===== src/rtl/hazard_ctrl.sv =====
// Pipeline hazard controller: operand bypass selection, load-use and branch
// handling, and data-memory wait/timeout supervision with a stall-cycle counter.
module hazard_ctrl #(
    parameter int unsigned MEM_TIMEOUT = 15
) (
    input  logic        clk,
    input  logic        rst,
    input  logic [4:0]  Rs1D,
    input  logic [4:0]  Rs2D,
    input  logic [4:0]  Rs1E,
    input  logic [4:0]  Rs2E,
    input  logic [4:0]  RdE,
    input  logic [4:0]  RdM,
    input  logic [4:0]  RdW,
    input  logic        RegWriteM,
    input  logic        RegWriteW,
    input  logic [1:0]  ResultSrcE,
    input  logic        PCSrcE,
    input  logic        MemAccessM,
    input  logic        DMemReadyM,
    input  logic        FaultClr,
    output logic [1:0]  ForwardAE,
    output logic [1:0]  ForwardBE,
    output logic        StallF,
    output logic        StallD,
    output logic        StallE,
    output logic        StallM,
    output logic        FlushD,
    output logic        FlushE,
    output logic        FlushW,
    output logic        MemFault,
    output logic [31:0] StallCount
);

    localparam logic [1:0] RUN   = 2'd0;
    localparam logic [1:0] MWAIT = 2'd1;
    localparam logic [1:0] ERR   = 2'd2;

    // MEM_TIMEOUT is expected to be at least 1; the width guard keeps 0/1 legal.
    localparam int unsigned      CNT_W     = (MEM_TIMEOUT < 2) ? 1 : $clog2(MEM_TIMEOUT + 1);
    localparam logic [CNT_W-1:0] TIMEOUT_C = CNT_W'(MEM_TIMEOUT);

    logic [1:0]       r_state;
    logic [CNT_W-1:0] r_wcnt;
    logic [31:0]      r_stall_cnt;

    logic [1:0]       w_state_nxt;
    logic [CNT_W-1:0] w_wcnt_nxt;
    logic [CNT_W-1:0] w_wcnt_inc;
    logic             w_in_mwait;
    logic             w_in_err;
    logic             w_in_run;
    logic             w_lw_stall;
    logic             w_mem_wait;
    logic             w_hold;

    function automatic logic [1:0] fwd_sel(
        input logic [4:0] rs,
        input logic       we_m,
        input logic [4:0] rd_m,
        input logic       we_w,
        input logic [4:0] rd_w
    );
        if (we_m && (rd_m != 5'd0) && (rd_m == rs))
            return 2'b10;
        else if (we_w && (rd_w != 5'd0) && (rd_w == rs))
            return 2'b01;
        else
            return 2'b00;
    endfunction

    function automatic logic [31:0] sat_inc(input logic [31:0] v);
        return (v == 32'hFFFF_FFFF) ? v : v + 32'd1;
    endfunction

    assign ForwardAE = fwd_sel(Rs1E, RegWriteM, RdM, RegWriteW, RdW);
    assign ForwardBE = fwd_sel(Rs2E, RegWriteM, RdM, RegWriteW, RdW);

    assign w_in_mwait = (r_state == MWAIT);
    assign w_in_err   = (r_state == ERR);
    // Any undefined encoding decodes as RUN so the outputs stay well-formed.
    assign w_in_run   = !w_in_mwait && !w_in_err;

    assign w_lw_stall = (ResultSrcE == 2'b01) && (RdE != 5'd0) &&
                        ((RdE == Rs1D) || (RdE == Rs2D));
    assign w_mem_wait = (w_in_run && MemAccessM && !DMemReadyM) ||
                        (w_in_mwait && !DMemReadyM);
    assign w_hold     = w_mem_wait || w_in_err;

    // A frozen pipeline must not also be bubbled, so flushes yield to w_hold.
    assign StallF   = !rst && (w_hold || w_lw_stall);
    assign StallD   = !rst && (w_hold || w_lw_stall);
    assign StallE   = !rst && w_hold;
    assign StallM   = !rst && w_hold;
    assign FlushD   = !rst && !w_hold && PCSrcE;
    assign FlushE   = !rst && !w_hold && (w_lw_stall || PCSrcE);
    assign FlushW   = !rst && w_hold;
    assign MemFault = w_in_err;

    assign StallCount = r_stall_cnt;
    assign w_wcnt_inc = r_wcnt + 1'b1;

    always_comb begin
        w_state_nxt = r_state;
        w_wcnt_nxt  = r_wcnt;
        case (r_state)
            MWAIT: begin
                // Ready wins over a coincident timeout.
                if (DMemReadyM) begin
                    w_state_nxt = RUN;
                end else begin
                    w_wcnt_nxt = w_wcnt_inc;
                    if (w_wcnt_inc == TIMEOUT_C)
                        w_state_nxt = ERR;
                end
            end
            ERR: begin
                if (FaultClr)
                    w_state_nxt = RUN;
            end
            default: begin
                w_state_nxt = RUN;
                if (MemAccessM && !DMemReadyM) begin
                    w_state_nxt = MWAIT;
                    w_wcnt_nxt  = '0;
                end
            end
        endcase
    end

    always_ff @(posedge clk or posedge rst) begin
        if (rst) begin
            r_state     <= RUN;
            r_wcnt      <= '0;
            r_stall_cnt <= 32'd0;
        end else begin
            r_state <= w_state_nxt;
            r_wcnt  <= w_wcnt_nxt;
            if (StallF)
                r_stall_cnt <= sat_inc(r_stall_cnt);
        end
    end

endmodule


===== config.mk =====
export PLATFORM = sky130hd
export DESIGN_NAME = hazard_ctrl
export DESIGN_NICKNAME = d
export VERILOG_FILES = /design/src/rtl/hazard_ctrl.sv
export SDC_FILE = /design/constraint.sdc
export NUM_CORES = 1
export LEC_CHECK = 0
export CORE_ASPECT_RATIO = 0.5
export CORE_MARGIN = 2
export CORE_UTILIZATION = 45
export DETAILED_ROUTE_END_ITERATION = 7
export GPL_ROUTABILITY_DRIVEN = 0
export PLACE_DENSITY = 0.81
export SYNTH_ARGS = -nofsm -noshare
export SYNTH_HDL_FRONTEND = slang
export SYNTH_SLANG_ARGS = --single-unit

===== constraint.sdc =====
create_clock -name clk -period 3.01 [get_ports clk]
set_input_delay 0.7525 -clock clk [delete_from_list [all_inputs] [get_ports clk]]
set_output_delay 0.7525 -clock clk [all_outputs]
set_load 0.02 [all_outputs]

==> metrics.md <==
| Metric | Value |
|---|---|
| Slew HR | 0.628 |
| Die Width | 107 um |
| Initial antenna violation count | 0 |
| Finished Layout Cells | 429 |
| Final setup TNS | 0 ns |
| Post-synthesis simple-gate area fraction | 0.238 |
| Max-cap violations | 0 |
| Via/cell ratio | 5.14 |
| Synth Area per Inst | 9.78 um^2 |
| DP Wirelength | 4890 um |
| Multiplexer share of the synthesized area | 0 |
| CTS tree | built |
| Largest family of logic cells by synthesized area | simple AND/OR/NAND/NOR gates |
| Syn_nets | 293 |
| Via count | 2204 |
| Die Span Y | 55.4 um |
| Fill count | 375 |
| Critical path type | in -> out |
| Final Net Count | 408 |
| Final Hold Fails | 0 |
| DRT Pass-1 Iters | 4 |
| Worst endpoint data arrival time | 2.21 ns |
| Startpoint types | input pin |
| Adder and majority gate portion of the synthesized area | 0.0263 |
| Post-synth EDFFs | 0 |
| DRC | 0 |
| Clock-pin slew on the worst setup and hold paths | 0.07 ns |
| Antenna cell count | 0 |
| PortBufs | 88 |
| Synthesized area | 2380 um^2 |
| Leak pwr | 1.65 nW |
| # rows | 18 |
| Status | completed |
| Worst hold path type | reg -> reg |
| Final setup violation count | 0 |
| Die area | 5910 um^2 |
| Core Box Area | 5000 um^2 |
| Vias in the first global route | 2271 |
| Endpoint type of the worst setup path | output port |
| Grt total ovfl | 0 |
| Inst Count DP | 421 |
| Layout cells sized above 1 | 0.173 |
| CTS Buf Count | 5 |
| Max VDD drop | 223 uV |
| H-tree depth | 2 |
| Placed cell areas | 3500 um^2 |
| Asr flop ratio synth | 1.00 |
| Peak Freq | 337 MHz |
| Xor/xnor cell area share of the yosys netlist | 0.232 |
| Drt total wl | 6380 um |
| Register area share after synthesis | 0.400 |
| Final count of pins violating max slew | 0 |
| RSZ-0062 raised after global routing | false |
| Seq cells post-synth | 38 |
| Power Total | 1.28 mW |
| Critical Path RT | 2.26 ns |
| Syn-to-layout area delta | 52.3% |
| Fin crit period | 2.97 ns |
| First-pass GRT wire length | 10700 um |
| Clock Root Buffer | clkbuf_8 |
| Worst Path Max Fanout | 2 |
| Final Cycle Share | 0.986 |
| Wire length per cell | 14.9 um |
| Worst slew pin tran | 0.553 ns |
| Gr usage total | 0.224 |
| Top Ports | 89 |
| Hold-fix buffers at CTS | 0 |
| Post-synthesis compound-gate area fraction | 0.0700 |
| Antenna-violating nets left | 0 |
| Clk sinks | 38 |
| DR iter-0 viols | 92 |
| Ys flop type | dfrtp_1 |
| Syn. warnings | 0 |
| Cell count after synthesis | 243 |
| Design Area, Final | 3620 um^2 |
| Worst-Skew Late Latency | 0.30 ns |
| Final Core Density | 0.724 |
| Largest net degree at the start of global routing | 39 |
| Cell area power density | 354 nW/um^2 |
| Unique masters post-synth | 38 |
| Initial Util | 0.475 |
| Worst Skew | 0.00923 ns |
| Clock Path Buffers | 2 |
## cells in the final DEF (no fill, tap or decap), types with 2 or more instances in the layout
| cell type | n |
|---|---|
| dlygate4sd2_1 | 16 |
| and3_1 | 4 |
| nor2_1 | 10 |
| nand3_1 | 15 |
| buf_4 | 28 |
| or4_4 | 4 |
| nand2b_1 | 2 |
| nand4_1 | 9 |
| nor4_2 | 3 |
| a21oi_1 | 4 |
| buf_2 | 4 |
| dfrtp_1 | 38 |
| ha_1 | 5 |
| nor4_4 | 5 |
| xnor2_1 | 32 |
| clkbuf_8 | 6 |
| o21ai_0 | 5 |
| a22o_1 | 2 |
| clkbuf_2 | 3 |
| nand2_1 | 25 |
| xor2_1 | 31 |
| dlymetal6s2s_1 | 4 |
| nor4_1 | 7 |
| inv_1 | 9 |
| clkdlybuf4s15_1 | 2 |
| nor2b_1 | 2 |
| nor3_1 | 8 |
| clkdlybuf4s50_1 | 55 |
## cells in the mapped netlist, types with 2 or more instances
cell / number / area share
dfrtp_1: 38 / 0.40
xnor2_1: 32 / 0.12
xor2_1: 31 / 0.11
nand2_1: 25 / 0.039
nand3_1: 15 / 0.032
nor4_1: 12 / 0.032
nor2_1: 10 / 0.016
inv_1: 9 / 0.014
nand4_1: 9 / 0.024
nor3_1: 8 / 0.017
o21ai_0: 7 / 0.015
ha_1: 5 / 0.026
a21oi_1: 4 / 0.0084
and3_1: 4 / 0.011
or4_1: 4 / 0.013
buf_4: 3 / 0.0095
a22o_1: 2 / 0.0074
buf_6: 2 / 0.0095
nand2b_1: 2 / 0.0053
nor2b_1: 2 / 0.0053
nor4_2: 2 / 0.011
## repair_timing
item	4_1_cts	5_1_grt
pin swaps	9	3
resized for setup	72	12
buffers inserted	0	1
endpoints found under the setup margin	11	6
## final timing paths
kind | start | end | slack [ns] | cells past startpoint
worst min-delay path | StallCount[19] | StallCount[19] | 0.50 | 1
min in group asynchronous | rst | StallCount[9] | 1.05 | 4
worst max-delay path | Rs2E[3] | ForwardBE[1] | 0.04 | 7
worst min register to register | StallCount[19] | StallCount[19] | 0.50 | 1
max in group asynchronous | rst | StallCount[13] | 1.62 | 4
worst max register to register | StallCount[0] | StallCount[8] | 0.54 | 8
## final cells by class
cell class | instances | area, um^2 | area share
inverters | 9 | 33.8 | 0.00933
clock inverters | 2 | 12.5 | 0.00346
well taps | 70 | 87.6 | 0.0242
flip-flops and latches | 38 | 951 | 0.263
multi-input cells | 191 | 1440 | 0.396
repair buffers | 113 | 1020 | 0.281
clock buffers | 6 | 82.6 | 0.0228
## metrics by stage
step | hold slack [ns] | setup slack, ns
finish | 0.497 | 0.0426
global route | 0.518 | 0.000358
floorplan | 0.476 | 0.0918
global placement | 0.483 | -0.685
detailed placement | 0.485 | -0.725
CTS | 0.501 | 0.0179
## registers in the layout, indices dropped and copies added (netlist names)
signal and count:
r_wcnt 4, r_state 2, StallCount 32
## cells by family after synthesis
logic type	Yosys count
simple gates	100
xor+xnor	63
flops	38
compound gates	23
buf+inv	14
fa+ha+maj	5
## routing by layer
metal	track usage	vias to the layer above	share of wire
met5	0	-	0
met4	0.0557	0	0.017
met3	0.0519	13	0.057
met2	0.403	57	0.50
met1	0.272	1053	0.42
li1	-	1081	-
## where the power goes
group	switching (mW)	internal (mW)
Clock	0.186	0.184
Combinational	0.163	0.170
Sequential	0.0383	0.539
## worst max-delay path: stages
cell,delay [ns]
clkdlybuf4s50_1,0.52
xnor2_1,0.13
nand3_1,0.16
nor4_4,0.26
buf_4,0.17
buf_4,0.09
buf_4,0.13
(Power assumes the default switching activity.)
